<file path="src/rtl/dma_reg_pkg.sv">
// rtl/dma_reg_pkg.sv - shared offsets, bit positions and decode types for the DMA register bank
package dma_reg_pkg;

    localparam logic [4:0] OFF_CTRL   = 5'h00;
    localparam logic [4:0] OFF_SRC    = 5'h04;
    localparam logic [4:0] OFF_DST    = 5'h08;
    localparam logic [4:0] OFF_LEN    = 5'h0C;
    localparam logic [4:0] OFF_STATUS = 5'h10;

    localparam int GLB_OFF_IRQ = 'h0;
    localparam int GLB_OFF_ID  = 'h4;

    localparam int CTRL_START    = 0;
    localparam int CTRL_IE       = 1;
    localparam int CTRL_MODE     = 2;
    localparam int CTRL_PRIO_LSB = 4;

    localparam int ST_BUSY = 0;
    localparam int ST_DONE = 1;
    localparam int ST_ERR  = 2;

    localparam logic [31:0] ID_BASE  = 32'hD3A0_0000;
    localparam logic [31:0] ERR_DATA = 32'hDEAD_BEEF;

    typedef enum logic [1:0] {
        CH_REG,
        GLB_REG,
        UNMAPPED
    } dec_kind_e;

endpackage

</file>
<file path="src/rtl/dma_ch_regs.sv">
// rtl/dma_ch_regs.sv - one DMA channel: CTRL/SRC/DST/LEN/STATUS, start pulse, W1C status, circular restart
module dma_ch_regs
    import dma_reg_pkg::*;
(
    input  logic        clk,
    input  logic        rst,
    input  logic        wr_i,
    input  logic [4:0]  off_i,
    input  logic [31:0] wdata_i,
    input  logic        busy_i,
    input  logic        done_i,
    input  logic        err_i,
    output logic [31:0] rdata_o,
    output logic        start_o,
    output logic [31:0] src_o,
    output logic [31:0] dst_o,
    output logic [15:0] len_o,
    output logic        mode_o,
    output logic        irq_o
);

    logic        ie_q, ie_d;
    logic        mode_q, mode_d;
    logic [3:0]  prio_q, prio_d;
    logic [31:0] src_q, src_d;
    logic [31:0] dst_q, dst_d;
    logic [15:0] len_q, len_d;
    logic        done_q, done_d;
    logic        err_q, err_d;
    logic        start_q, start_d;

    always_comb begin
        ie_d    = ie_q;
        mode_d  = mode_q;
        prio_d  = prio_q;
        src_d   = src_q;
        dst_d   = dst_q;
        len_d   = len_q;
        done_d  = done_q | done_i;
        err_d   = err_q | err_i;
        start_d = 1'b0;
        if (wr_i) begin
            case (off_i)
                OFF_CTRL: begin
                    ie_d   = wdata_i[CTRL_IE];
                    mode_d = wdata_i[CTRL_MODE];
                    prio_d = wdata_i[CTRL_PRIO_LSB +: 4];
                    if (wdata_i[CTRL_START]) begin
                        if (busy_i) err_d = 1'b1;
                        else        start_d = 1'b1;
                    end
                end
                OFF_SRC: src_d = wdata_i;
                OFF_DST: dst_d = wdata_i;
                OFF_LEN: len_d = wdata_i[15:0];
                OFF_STATUS: begin
                    // a same-cycle engine pulse beats the clear
                    if (wdata_i[ST_DONE]) done_d = done_i;
                    if (wdata_i[ST_ERR])  err_d  = err_i;
                end
                default: ;
            endcase
        end
        if (done_i && mode_q && ie_q && !err_d) start_d = 1'b1;
    end

    always_ff @(posedge clk or posedge rst) begin
        if (rst) begin
            ie_q    <= 1'b0;
            mode_q  <= 1'b0;
            prio_q  <= '0;
            src_q   <= '0;
            dst_q   <= '0;
            len_q   <= '0;
            done_q  <= 1'b0;
            err_q   <= 1'b0;
            start_q <= 1'b0;
        end else begin
            ie_q    <= ie_d;
            mode_q  <= mode_d;
            prio_q  <= prio_d;
            src_q   <= src_d;
            dst_q   <= dst_d;
            len_q   <= len_d;
            done_q  <= done_d;
            err_q   <= err_d;
            start_q <= start_d;
        end
    end

    always_comb begin
        rdata_o = '0;
        case (off_i)
            OFF_CTRL: begin
                rdata_o[CTRL_IE]            = ie_q;
                rdata_o[CTRL_MODE]          = mode_q;
                rdata_o[CTRL_PRIO_LSB +: 4] = prio_q;
            end
            OFF_SRC: rdata_o = src_q;
            OFF_DST: rdata_o = dst_q;
            OFF_LEN: rdata_o[15:0] = len_q;
            OFF_STATUS: begin
                rdata_o[ST_BUSY] = busy_i;
                rdata_o[ST_DONE] = done_q;
                rdata_o[ST_ERR]  = err_q;
            end
            default: ;
        endcase
    end

    assign start_o = start_q;
    assign src_o   = src_q;
    assign dst_o   = dst_q;
    assign len_o   = len_q;
    assign mode_o  = mode_q;
    assign irq_o   = ie_q & (done_q | err_q);

endmodule

</file>
<file path="src/rtl/dma_reg_bank.sv">
// rtl/dma_reg_bank.sv - multi-channel DMA register bank: decode, channel array, read pipeline, irq
module dma_reg_bank
    import dma_reg_pkg::*;
#(
    parameter int NUM_CH    = 4,
    parameter int ADDR_W    = 32,
    parameter int DATA_W    = 32,
    parameter int RD_LAT    = 1,
    parameter int CH_STRIDE = 'h20,
    parameter int GLB_BASE  = 'h100
) (
    input  logic                 clk,
    input  logic                 rst,
    input  logic                 wr_en,
    input  logic                 rd_en,
    input  logic [ADDR_W-1:0]    addr,
    input  logic [DATA_W-1:0]    wdata,
    output logic [DATA_W-1:0]    rdata,
    output logic                 rd_valid,
    output logic                 bus_err,
    output logic [NUM_CH-1:0]    ch_start,
    output logic [NUM_CH*32-1:0] ch_src,
    output logic [NUM_CH*32-1:0] ch_dst,
    output logic [NUM_CH*16-1:0] ch_len,
    output logic [NUM_CH-1:0]    ch_mode,
    input  logic [NUM_CH-1:0]    eng_busy,
    input  logic [NUM_CH-1:0]    eng_done,
    input  logic [NUM_CH-1:0]    eng_err,
    output logic                 irq
);

    dec_kind_e          dec_kind;
    logic [NUM_CH-1:0]  dec_sel;
    logic [4:0]         dec_off;
    logic               dec_is_id;
    logic [ADDR_W-1:0]  ch_off;
    logic [DATA_W-1:0]  rd_data;
    logic               rd_err;
    logic [31:0]        ch_rdata [NUM_CH];
    logic [NUM_CH-1:0]  irq_stat;

    logic [RD_LAT-1:0]  pv_q;
    logic [RD_LAT-1:0]  pe_q;
    logic [DATA_W-1:0]  pd_q [RD_LAT];
    logic               wr_err_q;
    logic               irq_q;

    // Misaligned addresses fall through to UNMAPPED so reads and writes share one error path.
    always_comb begin
        dec_kind  = UNMAPPED;
        dec_sel   = '0;
        dec_off   = '0;
        dec_is_id = 1'b0;
        ch_off    = '0;
        if (addr[1:0] == 2'b00) begin
            for (int c = 0; c < NUM_CH; c++) begin
                ch_off = addr - ADDR_W'(c * CH_STRIDE);
                if (addr >= ADDR_W'(c * CH_STRIDE) && ch_off <= ADDR_W'(OFF_STATUS)) begin
                    dec_kind   = CH_REG;
                    dec_sel[c] = 1'b1;
                    dec_off    = ch_off[4:0];
                end
            end
            if (addr == ADDR_W'(GLB_BASE + GLB_OFF_IRQ)) begin
                dec_kind = GLB_REG;
            end else if (addr == ADDR_W'(GLB_BASE + GLB_OFF_ID)) begin
                dec_kind  = GLB_REG;
                dec_is_id = 1'b1;
            end
        end
    end

    for (genvar c = 0; c < NUM_CH; c++) begin : g_ch
        dma_ch_regs u_ch (
            .clk     (clk),
            .rst     (rst),
            .wr_i    (wr_en && dec_kind == CH_REG && dec_sel[c]),
            .off_i   (dec_off),
            .wdata_i (wdata),
            .busy_i  (eng_busy[c]),
            .done_i  (eng_done[c]),
            .err_i   (eng_err[c]),
            .rdata_o (ch_rdata[c]),
            .start_o (ch_start[c]),
            .src_o   (ch_src[c*32 +: 32]),
            .dst_o   (ch_dst[c*32 +: 32]),
            .len_o   (ch_len[c*16 +: 16]),
            .mode_o  (ch_mode[c]),
            .irq_o   (irq_stat[c])
        );
    end

    always_comb begin
        rd_data = '0;
        rd_err  = 1'b0;
        case (dec_kind)
            CH_REG: begin
                for (int c = 0; c < NUM_CH; c++) begin
                    if (dec_sel[c]) rd_data = ch_rdata[c];
                end
            end
            GLB_REG: rd_data = dec_is_id ? (ID_BASE | 32'(NUM_CH)) : 32'(irq_stat);
            default: begin
                rd_data = ERR_DATA;
                rd_err  = 1'b1;
            end
        endcase
    end

    // Read data is captured at the rd_en edge, so a same-edge write is not yet visible.
    always_ff @(posedge clk or posedge rst) begin
        if (rst) begin
            pv_q     <= '0;
            pe_q     <= '0;
            for (int i = 0; i < RD_LAT; i++) pd_q[i] <= '0;
            wr_err_q <= 1'b0;
            irq_q    <= 1'b0;
        end else begin
            pv_q[0] <= rd_en;
            if (rd_en) begin
                pd_q[0] <= rd_data;
                pe_q[0] <= rd_err;
            end
            for (int i = 1; i < RD_LAT; i++) begin
                pv_q[i] <= pv_q[i-1];
                if (pv_q[i-1]) begin
                    pd_q[i] <= pd_q[i-1];
                    pe_q[i] <= pe_q[i-1];
                end
            end
            wr_err_q <= wr_en && (dec_kind == UNMAPPED);
            irq_q    <= |irq_stat;
        end
    end

    assign rdata    = pd_q[RD_LAT-1];
    assign rd_valid = pv_q[RD_LAT-1];
    assign bus_err  = wr_err_q | (pv_q[RD_LAT-1] & pe_q[RD_LAT-1]);
    assign irq      = irq_q;

endmodule

</file>
<file path="config.mk">
export PLATFORM = sky130hd
export DESIGN_NAME = dma_reg_bank
export DESIGN_NICKNAME = d
export VERILOG_FILES = /design/src/rtl/dma_reg_pkg.sv /design/src/rtl/dma_ch_regs.sv /design/src/rtl/dma_reg_bank.sv
export SDC_FILE = /design/constraint.sdc
export NUM_CORES = 1
export LEC_CHECK = 0
export ABC_CLOCK_PERIOD_IN_PS = 3600
export BUFFER_PORTS_ARGS = -buffer_cell sky130_fd_sc_hd__buf_2
export CAP_MARGIN = 20
export CORE_ASPECT_RATIO = 0.7
export CORE_UTILIZATION = 55
export CTS_CLUSTER_DIAMETER = 80
export CTS_CLUSTER_SIZE = 40
export DETAILED_ROUTE_END_ITERATION = 6
export GPL_TIMING_DRIVEN = 0
export PLACE_DENSITY_LB_ADDON = 0.12
export SLEW_MARGIN = 20
export SYNTH_ARGS = -nofsm -noshare
export SYNTH_HDL_FRONTEND = slang
export SYNTH_HIERARCHICAL = 1
export SYNTH_SLANG_ARGS = --single-unit
</file>
<file path="constraint.sdc">
create_clock -name clk -period 3.6 [get_ports clk]
set_input_delay 0.36 -clock clk [delete_from_list [all_inputs] [get_ports clk]]
set_output_delay 0.36 -clock clk [all_outputs]
set_load 0.02 [all_outputs]
</file>
==> run metrics <==
status=finished with violations; failing checks=setup timing; GR Util met2=65.4%; critical path's top delay family=simple AND/OR/NAND/NOR gates; headroom to the max-slew limit=~18%; clock sink count=392; RePlAce Congestion=between 0.9 and 1; final worst slack=-0.815 ns; CTS tree=built; first-pass GRT wire length=around 120000 um; post-layout util=about 77%; I/O pin cnt=443; FF+latch count, synth=392; Hold WC Path Type=input pin to flop; GRT Max-Usage Layer=met2; total wire length=82500 um; Post-Synthesis Cells=roughly 1600; nets=2350; # setup viols final=388; final hold slack=0.0102 ns; initial antenna violation count=4; peak per-stage delay on the critical path=0.58 ns; via count=18200; Register-to-Register Setup Slack=1.81 ns; VDD IR max=0.412 mV; reg2reg end=rdata[1]; CTS Buf Count=15; RSZ-0062 raised after global routing=yes; Final Power=between 7 and 8 mW; minimum clock period=4.42 ns; R2R depth=6; MaxCap Viol Count=0; WL/cell=between 20 and 30 um; hold_sp=eng_done[2]; post-route ant nets=0; Fin. Hold Viols=0; dpl cells=around 2600; GR Overflow Total=0; TritonRoute pass-1 iters=6; Non-Filler Instances=2751; number of global-route vias before repair=~18000; dpl ws=-2.69 ns; Period Utilization, post-route=123%; drt drc=0; hold depth=2; Max Slew Vio Count=0; Area contributors post-synth=dfrtp_1 50%, mux2_2 18%, mux2i_1 3.4%, a22o_1 2.8%, mux2_1 2.3%; top-count cell post-synth=dfrtp_1; share of cells above drive strength 1=a little over half; Initial Util=56.4%; core area=35100 um2; met1 Use GR=59.2%; Main synth FF type=dfrtp_1; Worst Path Buf+Inv=6; fill count=2266; power per cell area=270 nW/um2; DRT iter0 DRCs=2216; Synth area leader=dfrtp_1; Unique masters post-synth=75; Achievable Freq=226 MHz; Startpoint Class=input pin; sequential area share after synthesis=49.6%; CP Capture Type=flop; clock-pin slew on the worst setup and hold paths=0.15 ns; WHS Endpoint=g_ch[2].u_ch/done_q; Post-DP HPWL=55800 um; port buffer count=436; largest net degree at the start of global routing=75; Worst Path Arrival=4.91 ns; Global Route met3 Usage=13.4%; via/cell ratio=6.63; Root Buffer=clkbuf_16; die width=229 um; Avg Cell Area, Syn=12.1 um2; synthesized area=19800 um2; EDFF count, synth=0; maximum clock path buffer count=3; FF-to-FF Start=g_ch[0].u_ch/ie_q; Yosys top cell area share=49.6%; total die area=36700 um2; YS warnings=6; Leak=13.6 nW; Worst-Margin Slew=1.23 ns; clock latency on the worst-skew pair=0.56 ns; Crit Path Max Fanout=10; Post-synth top cells=392 x dfrtp_1, 313 x mux2_2, 105 x nor2_1; FP Rows=between 50 and 60; WP data required=4.09 ns; gr usage total=43.5%; DIE HEIGHT=161 um; P&R area growth vs syn=36.7%; CTS H-Tree Depth=1; crit path kind=input pin to flop; clock skew=between 0.04 and 0.05 ns; Worst path slowest cell=or4_4; crit-path cells=buf_6 -> or4_4 -> or4_4 -> or3_4 -> nand4_1 -> nor4_4 -> buf_4 -> nor4b_4 -> buf_4 -> buf_12 -> nor2b_4 -> or3_4 -> nor3b_4 -> buf_6 -> buf_12 -> o2bb2ai_4 -> a221oi_2 -> or2_1 -> a21oi_2; Async S/R FF share, synth=100%
## worst max-delay path by stage
stage	slack [ns]	endpoint	from	cells past startpoint
after floorplan	-0.95	rdata[1]	addr[7]	15
after global placement	-3.21	rdata[3]	addr[14]	15
after detailed placement	-2.69	rdata[3]	addr[6]	19
after CTS	-0.71	rdata[1]	addr[6]	21
after global routing	-0.90	rdata[0]	addr[17]	20
final	-0.82	rdata[12]	addr[10]	19
## through the flow
stage | cell area, um2 | TNS [ns]
finish | 27100 | -202.69
floorplan | 20700 | -275.22
detailed placement | 23600 | -792.60
global placement | 23500 | -1154.24
CTS | 26500 | -135.44
global route | 27100 | -223.21
## cell usage in the layout (no fill, tap or decap), drive strengths merged, types with 14 or more instances in the layout
cell and count:
nand2 41, a221oi 33, nor3 23, o21a 14, conb 32, or4 17, nand3 16, nor4 24
dfrtp 392, a21oi 23, mux2 353, o21ai 46, o22ai 19, mux2i 68, nand4 15, buf 636
o2bb2ai 36, inv 37, or3 17, a221o 25, clkbuf 70, nor2 110, a22o 64
## power by group
part / switching, mW / total (mW) / internal, mW
registers: 0.00213 / 4.41 / 4.41
clock network: 1.50 / 2.37 / 0.873
logic: 0.368 / 0.512 / 0.143
## cell families (layout without fill, tap and decap cells)
kind of cell / Yosys count / after routing / synth area share, %
flops: 392 / 392 / 49.6
mux: 421 / 421 / 23.5
compound gates: 317 / 317 / 12.5
simple gates: 348 / 350 / 10.4
other cells: 1 / 36 / 0.0190
buf+inv: 150 / 754 / 3.60
fa+ha+maj: 2 / 2 / 0.126
xor+xnor: 7 / 7 / 0.310
## registers in the layout, summed over array words and instances, names as in the netlist, 4 cells and up
| name | cells |
|---|---|
| g_ch.u_ch/done_q | 4 |
| g_ch.u_ch/prio_q | 16 |
| g_ch.u_ch/src_o | 128 |
| g_ch.u_ch/start_o | 4 |
| g_ch.u_ch/len_o | 64 |
| g_ch.u_ch/mode_o | 4 |
| rdata | 32 |
| g_ch.u_ch/ie_q | 4 |
| g_ch.u_ch/err_q | 4 |
| g_ch.u_ch/dst_o | 128 |
## cell type report
cell class                      count  area [um2]  area share, %
Sequential cell                   392        9810           36.3
Antenna cell                        4        10.0         0.0370
Clock inverter                      6        97.6          0.361
Buffer                            109        1280           4.72
Timing Repair Buffer              587        4070           15.1
Clock buffer                       18         407           1.50
Inverter                           34         153          0.564
Multi-Input combinational cell   1129       10600           39.3
Tap cell                          472         591           2.18
## metal layers
metal / vias up / part of all wire [%]
met1: 9266 / 39
met3: 226 / 12
met2: 1287 / 44
met5: - / 0
li1: 7447 / -
met4: 0 / 4.4
## repair_timing
item	CTS	global route
pin swaps	82	43
hold endpoints to repair	136	0
setup buffers	105	23
resized for setup	241	69
hold buffers	4	0
cloned	16	3
setup endpoints to repair	388	388
Power figures use the tool's default switching activity.
